===== config.mk =====
export PLATFORM = sky130hd
export DESIGN_NAME = seq_binary_to_bcd_flat
export DESIGN_NICKNAME = d
export VERILOG_FILES = /design/src/rtl/seq_binary_to_bcd_if.sv /design/src/rtl/seq_binary_to_bcd.sv /design/src/flat_wrapper.sv
export SDC_FILE = /design/constraint.sdc
export NUM_CORES = 1
export LEC_CHECK = 0
export ABC_CLOCK_PERIOD_IN_PS = 3970
export CAP_MARGIN = 20
export CELL_PAD_IN_SITES_DETAIL_PLACEMENT = 1
export CELL_PAD_IN_SITES_GLOBAL_PLACEMENT = 2
export CORE_UTILIZATION = 38
export CTS_BUF_LIST = sky130_fd_sc_hd__clkbuf_16
export DETAILED_ROUTE_END_ITERATION = 16
export PLACE_DENSITY = 0.95
export SLEW_MARGIN = 20
export SYNTH_ARGS = -nofsm -noshare
export SYNTH_HDL_FRONTEND = slang
export SYNTH_SLANG_ARGS = --single-unit

===== constraint.sdc =====
create_clock -name clk -period 3.97 [get_ports clk]
set_input_delay 0.794 -clock clk [delete_from_list [all_inputs] [get_ports clk]]
set_output_delay 0.794 -clock clk [all_outputs]
set_load 0.01 [all_outputs]

===== src/rtl/seq_binary_to_bcd_if.sv =====
// -----------------------------------------------------------------------------
// seq_binary_to_bcd_if
//   Start/done handshake and result bundle for the sequential binary-to-BCD
//   converter.
//
//   Parameters
//     BIN_W   width of the binary value
//     DIGITS  number of packed BCD digits in the result
//
//   Signals
//     start      requester -> converter  request a conversion (taken when busy=0)
//     bin_in     requester -> converter  value captured on an accepted start
//     busy       converter -> requester  conversion in progress
//     done       converter -> requester  one-cycle pulse, results updated
//     bcd_out    converter -> requester  packed digits, digit 0 = ones
//     overflow   converter -> requester  last result saturated to all nines
//     blank_mask converter -> requester  leading-zero digit flags
//
//   Modports
//     master  the requester (score/timer logic or a testbench)
//     slave   the converter
// -----------------------------------------------------------------------------
interface seq_binary_to_bcd_if #(
    parameter int BIN_W  = 32,
    parameter int DIGITS = 10
);
    logic                  start;
    logic [BIN_W-1:0]      bin_in;
    logic                  busy;
    logic                  done;
    logic [4*DIGITS-1:0]   bcd_out;
    logic                  overflow;
    logic [DIGITS-1:0]     blank_mask;

    modport master (
        output start,
        output bin_in,
        input  busy,
        input  done,
        input  bcd_out,
        input  overflow,
        input  blank_mask
    );

    modport slave (
        input  start,
        input  bin_in,
        output busy,
        output done,
        output bcd_out,
        output overflow,
        output blank_mask
    );
endinterface


===== src/rtl/seq_binary_to_bcd.sv =====
// -----------------------------------------------------------------------------
// seq_binary_to_bcd
//   Multi-cycle binary-to-BCD converter using shift-and-add-3 (double dabble),
//   one input bit per clock. Feeds the seven-segment display driver from wide
//   score/timer counters.
//
//   Parameters
//     BIN_W   width of the unsigned binary input (>= 1)
//     DIGITS  number of BCD digits produced (>= 1)
//
//   Ports
//     clk    system clock, rising edge
//     rst_n  asynchronous active-low reset; aborts any conversion in flight
//     bus    seq_binary_to_bcd_if.slave: start/bin_in in, busy/done/bcd_out/
//            overflow/blank_mask out (all outputs registered)
//
//   Timing (edge T0 = start accepted)
//     busy high for the BIN_W shift cycles and the done cycle; done pulses in
//     the cycle following the last shift. Start is ignored while busy.
//
//   Optional feature
//     SEQ_BCD_BLANK_EN  when defined, blank_mask flags leading-zero digits
//                       (digit 0 never blanked, mask cleared on overflow);
//                       when undefined, blank_mask is constant zero.
// -----------------------------------------------------------------------------
module seq_binary_to_bcd #(
    parameter int BIN_W  = 32,
    parameter int DIGITS = 10
) (
    input  logic                 clk,
    input  logic                 rst_n,
    seq_binary_to_bcd_if.slave   bus
);

    localparam int BCD_W = 4 * DIGITS;
    localparam int CNT_W = (BIN_W > 1) ? $clog2(BIN_W) : 1;

    typedef enum logic [1:0] {
        ST_IDLE  = 2'd0,
        ST_SHIFT = 2'd1,
        ST_DONE  = 2'd2
    } state_t;

    // -------------------------------------------------------------------------
    // Helpers
    // -------------------------------------------------------------------------

    // Add-3 correction: any digit >= 5 would become >= 10 after doubling, so
    // it is pre-biased by 3 to make the shift carry into the next digit.
    function automatic logic [BCD_W-1:0] add3_digits(input logic [BCD_W-1:0] d);
        logic [BCD_W-1:0] r;
        r = d;
        for (int k = 0; k < DIGITS; k++) begin
            if (d[4*k +: 4] >= 4'd5) begin
                r[4*k +: 4] = d[4*k +: 4] + 4'd3;
            end else begin
                r[4*k +: 4] = d[4*k +: 4];
            end
        end
        return r;
    endfunction

`ifdef SEQ_BCD_BLANK_EN
    // Leading-zero flags: digit k (k >= 1) is blank when it and every digit
    // above it are zero. Digit 0 stays visible so a zero value shows "0".
    function automatic logic [DIGITS-1:0] lead_zero_mask(input logic [BCD_W-1:0] d);
        logic [DIGITS-1:0] m;
        logic              all_zero;
        m        = '0;
        all_zero = 1'b1;
        for (int k = DIGITS - 1; k >= 1; k--) begin
            all_zero = all_zero & (d[4*k +: 4] == 4'd0);
            m[k]     = all_zero;
        end
        return m;
    endfunction
`endif

    // -------------------------------------------------------------------------
    // State and datapath registers
    // -------------------------------------------------------------------------
    state_t             state_r;
    state_t             state_nx;

    logic [BIN_W-1:0]   bin_r;
    logic [BIN_W-1:0]   bin_nx;
    logic [BCD_W-1:0]   dig_r;
    logic [BCD_W-1:0]   dig_nx;
    logic [CNT_W-1:0]   cnt_r;
    logic [CNT_W-1:0]   cnt_nx;
    logic               ovf_r;
    logic               ovf_nx;

    logic [BCD_W-1:0]   adj_s;
    logic               load_res_s;

    logic               busy_r;
    logic               done_r;
    logic [BCD_W-1:0]   bcd_r;
    logic               overflow_r;
`ifdef SEQ_BCD_BLANK_EN
    logic [DIGITS-1:0]  blank_r;
`endif

    // Next-state and datapath update for the IDLE -> SHIFT -> DONE sequence
    always_comb begin
        state_nx   = state_r;
        bin_nx     = bin_r;
        dig_nx     = dig_r;
        cnt_nx     = cnt_r;
        ovf_nx     = ovf_r;
        load_res_s = 1'b0;
        adj_s      = add3_digits(dig_r);

        case (state_r)
            ST_IDLE: begin
                if (bus.start) begin
                    state_nx = ST_SHIFT;
                    bin_nx   = bus.bin_in;
                    dig_nx   = '0;
                    ovf_nx   = 1'b0;
                    cnt_nx   = CNT_W'(BIN_W - 1);
                end else begin
                    state_nx = ST_IDLE;
                end
            end

            ST_SHIFT: begin
                // A set top bit after correction is a carry out of the most
                // significant digit: the value no longer fits in DIGITS.
                dig_nx = {adj_s[BCD_W-2:0], bin_r[BIN_W-1]};
                bin_nx = bin_r << 1;
                ovf_nx = ovf_r | adj_s[BCD_W-1];
                if (cnt_r == '0) begin
                    state_nx   = ST_DONE;
                    load_res_s = 1'b1;
                end else begin
                    state_nx = ST_SHIFT;
                    cnt_nx   = cnt_r - CNT_W'(1);
                end
            end

            ST_DONE: begin
                state_nx = ST_IDLE;
            end

            default: begin
                state_nx = ST_IDLE;
            end
        endcase
    end

    // FSM state register
    always_ff @(posedge clk or negedge rst_n) begin
        if (!rst_n) begin
            state_r <= ST_IDLE;
        end else begin
            state_r <= state_nx;
        end
    end

    // Scratch registers: captured operand, digit accumulator, bit counter, sticky overflow
    always_ff @(posedge clk or negedge rst_n) begin
        if (!rst_n) begin
            bin_r <= '0;
            dig_r <= '0;
            cnt_r <= '0;
            ovf_r <= 1'b0;
        end else begin
            bin_r <= bin_nx;
            dig_r <= dig_nx;
            cnt_r <= cnt_nx;
            ovf_r <= ovf_nx;
        end
    end

    // Registered handshake and results; results load on the edge into DONE so
    // they are valid during the done pulse and held until the next one.
    always_ff @(posedge clk or negedge rst_n) begin
        if (!rst_n) begin
            busy_r     <= 1'b0;
            done_r     <= 1'b0;
            bcd_r      <= '0;
            overflow_r <= 1'b0;
        end else begin
            busy_r <= (state_nx != ST_IDLE);
            done_r <= load_res_s;
            if (load_res_s) begin
                overflow_r <= ovf_nx;
                bcd_r      <= ovf_nx ? {DIGITS{4'h9}} : dig_nx;
            end else begin
                overflow_r <= overflow_r;
                bcd_r      <= bcd_r;
            end
        end
    end

`ifdef SEQ_BCD_BLANK_EN
    // Leading-zero mask, refreshed together with the result; cleared on overflow
    // because a saturated all-nines display has no leading zeros.
    always_ff @(posedge clk or negedge rst_n) begin
        if (!rst_n) begin
            blank_r <= '0;
        end else if (load_res_s) begin
            blank_r <= ovf_nx ? '0 : lead_zero_mask(dig_nx);
        end else begin
            blank_r <= blank_r;
        end
    end

    assign bus.blank_mask = blank_r;
`else
    assign bus.blank_mask = '0;
`endif

    assign bus.busy     = busy_r;
    assign bus.done     = done_r;
    assign bus.bcd_out  = bcd_r;
    assign bus.overflow = overflow_r;

endmodule


===== src/flat_wrapper.sv =====
// flat-port wrapper written by rule: the top's interface ports become plain ports
module seq_binary_to_bcd_flat 
#(
    parameter int BIN_W  = 32,
    parameter int DIGITS = 10
)
  (clk, rst_n, bus_start, bus_bin_in, bus_busy, bus_done, bus_bcd_out, bus_overflow, bus_blank_mask);
  seq_binary_to_bcd_if #(.BIN_W(BIN_W), .DIGITS(DIGITS)) bus_i ();
  input  logic clk;
  input  logic rst_n;
  input wire logic [$bits(bus_i.start)-1:0] bus_start;
  input wire logic [$bits(bus_i.bin_in)-1:0] bus_bin_in;
  output wire logic [$bits(bus_i.busy)-1:0] bus_busy;
  output wire logic [$bits(bus_i.done)-1:0] bus_done;
  output wire logic [$bits(bus_i.bcd_out)-1:0] bus_bcd_out;
  output wire logic [$bits(bus_i.overflow)-1:0] bus_overflow;
  output wire logic [$bits(bus_i.blank_mask)-1:0] bus_blank_mask;
  assign bus_i.start = bus_start;
  assign bus_i.bin_in = bus_bin_in;
  assign bus_busy = bus_i.busy;
  assign bus_done = bus_i.done;
  assign bus_bcd_out = bus_i.bcd_out;
  assign bus_overflow = bus_i.overflow;
  assign bus_blank_mask = bus_i.blank_mask;
  seq_binary_to_bcd #(.BIN_W(BIN_W), .DIGITS(DIGITS)) u_core (.clk(clk), .rst_n(rst_n), .bus(bus_i));
endmodule

==> impl_metrics.tcl <==
set metrics [dict create \
    run_status "complete, no violations" \
    cp.arrival_ns 2.98 \
    initial_core_util_pct 39.6 \
    fin_setup_tns_ns 0 \
    fin_util_pct 49.0 \
    worstPathMaxFanout 41 \
    start_kind "flip-flop" \
    path_class "reg -> reg" \
    synth.avg_cell_area_um2 10.2 \
    critPathLaunch "u_core.state_r[1]" \
    setup_viol 0 \
    netlist_area_um2 6100 \
    ctsHtreeMaxLevel 4 \
    wl_per_cell_um 18.4 \
    yosysSeqAreaShare_pct 50.4 \
    core-area_um2 15400 \
    synth_cell_types 50 \
    ys_warn_count 0 \
    cts_buffer_depth 2 \
    die_width_um 129 \
    cts_resized 0 \
    maxCapViolations 0 \
    drv_slew 0 \
    leakage_nw 3.39 \
    cp-end-kind "flip-flop" \
    ir_drop_v 0.000407 \
    row_count 45 \
    max_slew_margin_pct 44.8 \
    synth_edf_count 0 \
    drive_gt1_share_pct 8.41 \
    viasPerCell 5.53 \
    vias 4916 \
    syn_to_final_growth_pct 23.8 \
    skew_ns 0.00876 \
    grt_pass1_vias 5388 \
    grt-ovfl-total 0 \
    yosysTopAreaCell "dfrtp_1" \
    final_nets 724 \
    synth_top_area_share_pct 50.4 \
    grt_pass1_wl_um 27100 \
    ios 88 \
    cts-root-buf "clkbuf_16" \
    rr_startpoint "u_core.state_r[1]" \
    tightest_slew_ns 0.828 \
    synth.most_common_cell "dfrtp_1" \
    diodes 0 \
    grt_usage_pct 21.0 \
    cts_buffers 17 \
    cts.sinks 123 \
    hold_path_class "in -> async" \
    clock_latency_ns 0.41 \
    critical_path_required_ns 4.26 \
    fin_crit_ns 2.69 \
    dieArea_um2 16600 \
    hpwl_um 10200 \
    drcViolationCount 0 \
    synthCells 598 \
    dr.pass1.iters 4 \
    r2r_setup_slack_ns 1.28 \
    worstRegToRegCells 7 \
    cts_hold_buf 0 \
    clkTransAtPathRegs_ns 0.05 \
    io_buffers 77 \
    place.gp.congestion 0.745 \
    power_density_nw_per_um2 869 \
    postSynth.asyncResetShare_pct 100 \
    antenna_found_initial 0 \
    cts_tree "built" \
    timing.final.crit_share_pct 67.6 \
    cts_setup_buffers 0 \
    ys.flop_type "dfrtp_1" \
    synth.area.top_cells "dfrtp_1 50%, nand2_1 4.7%, ha_1 4.5%" \
    rsz0062_at_grt "no" \
    grt_start_max_net_pins 63 \
    hold_violations 0 \
    synth-seq-cells 123 \
    ant_nets 0 \
    die_h_um 129 \
    synthTopCellsByCount "123 x dfrtp_1, 76 x nand2_1, 47 x o21ai_0" \
    drt_iter0_markers 168 \
    fmax_mhz 372 \
    drt-total-wl_um 16400 \
]
==> metrics by stage <==
step / instances / hold WS (ns) / area [µm²] / worst slack, ns / power, mW
floorplan: 607 / 0.450 / 6140 / 2.09 / 4.03
global placement: 859 / 0.463 / 7000 / 1.00 / 4.85
detailed placement: 859 / 0.474 / 7000 / 0.925 / 5.05
CTS: 889 / 0.486 / 7560 / 1.22 / 6.62
global route: 889 / 0.524 / 7560 / 1.09 / 7.03
finish: 889 / 0.483 / 7560 / 1.28 / 6.57
==> cells by family (layout without fill, tap and decap cells) <==
logic type / Yosys count / count (layout) / share of synthesized area (%)
AND/OR/NAND/NOR: 147 / 147 / 12.1
multiplexers: 1 / 1 / 0.184
buffers and inverters: 77 / 148 / 6.27
AO/OA/AOI/OAI: 226 / 226 / 26.3
XOR/XNOR: 1 / 1 / 0.144
flip-flops: 123 / 123 / 50.4
adder cells (fa/ha/maj): 22 / 22 / 4.51
other: 1 / 10 / 0.0614
==> power breakdown <==
group	total (mW)	switching (mW)	internal, mW
clock	1.49	0.533	0.961
combinational	2.75	1.38	1.37
sequential	2.32	0.514	1.81
total	6.57	2.43	4.13
==> final timing paths <==
check                                               to
worst max-delay path            u_core.bus.bcd_out[20]
worst min-delay path                   u_core.bin_r[6]
worst max register to register  u_core.bus.bcd_out[20]
worst min register to register        u_core.bin_r[15]
max in group asynchronous             u_core.dig_r[25]
min in group clk                      u_core.bin_r[15]
==> registers in the layout, indices dropped and copies added, names as in the netlist <==
register,count
u_core.dig_r,40
u_core.bus.done,1
u_core.bus.overflow,1
u_core.bus.bcd_out,40
u_core.state_r,2
u_core.bin_r,32
u_core.ovf_r,1
u_core.bus.busy,1
u_core.cnt_r,5
==> routing by layer <==
| metal | vias up | global-route usage (%) | part of all wire, % |
|---|---|---|---|
| met5 | - | 0 | 0 |
| met2 | 109 | 37.0 | 51 |
| met4 | 0 | 6.16 | 0.85 |
| li1 | 2305 | - | - |
| met1 | 2488 | 25.4 | 44 |
| met3 | 14 | 5.16 | 3.6 |
==> cell type report <==
type | count | area [µm²]
sequential | 123 | 3080
inverter | 33 | 125
multi-input combinational | 407 | 2690
clock inverter | 13 | 136
timing repair buffer | 85 | 841
clock buffer | 17 | 425
tap | 211 | 264
fill | 1748 | 7870
==> cells in the final DEF, fill, tap and decap left out, types with 7 or more instances in the layout <==
master and n:
dfrtp_1 123, nand2_1 76, clkdlybuf4s50_1 76, o21ai_0 47, inv_1 33, a22oi_1 31
ha_1 22, nor2_1 20, o22a_1 20, a21o_1 19, o21ai_1 19, clkbuf_16 17
a21oi_1 12, a31oi_1 12, nand2b_1 11, a211oi_1 11, o31ai_1 11, a32o_1 10
conb_1 10, nand3_1 9, a211o_1 9, a41o_1 9, or3b_2 8, a2111oi_0 8
buf_4 8, and2_1 7
==> critical path, stage by stage, from the launching register on <==
cell      delay [ns]
dfrtp_1         0.36
buf_4           0.24
nor2b_2         0.13
buf_4           0.31
nand2_2         0.12
clkinv_2        0.34
nand4b_4        0.64
o22a_1          0.39
Note: power is estimated with default switching activity, not from simulation.
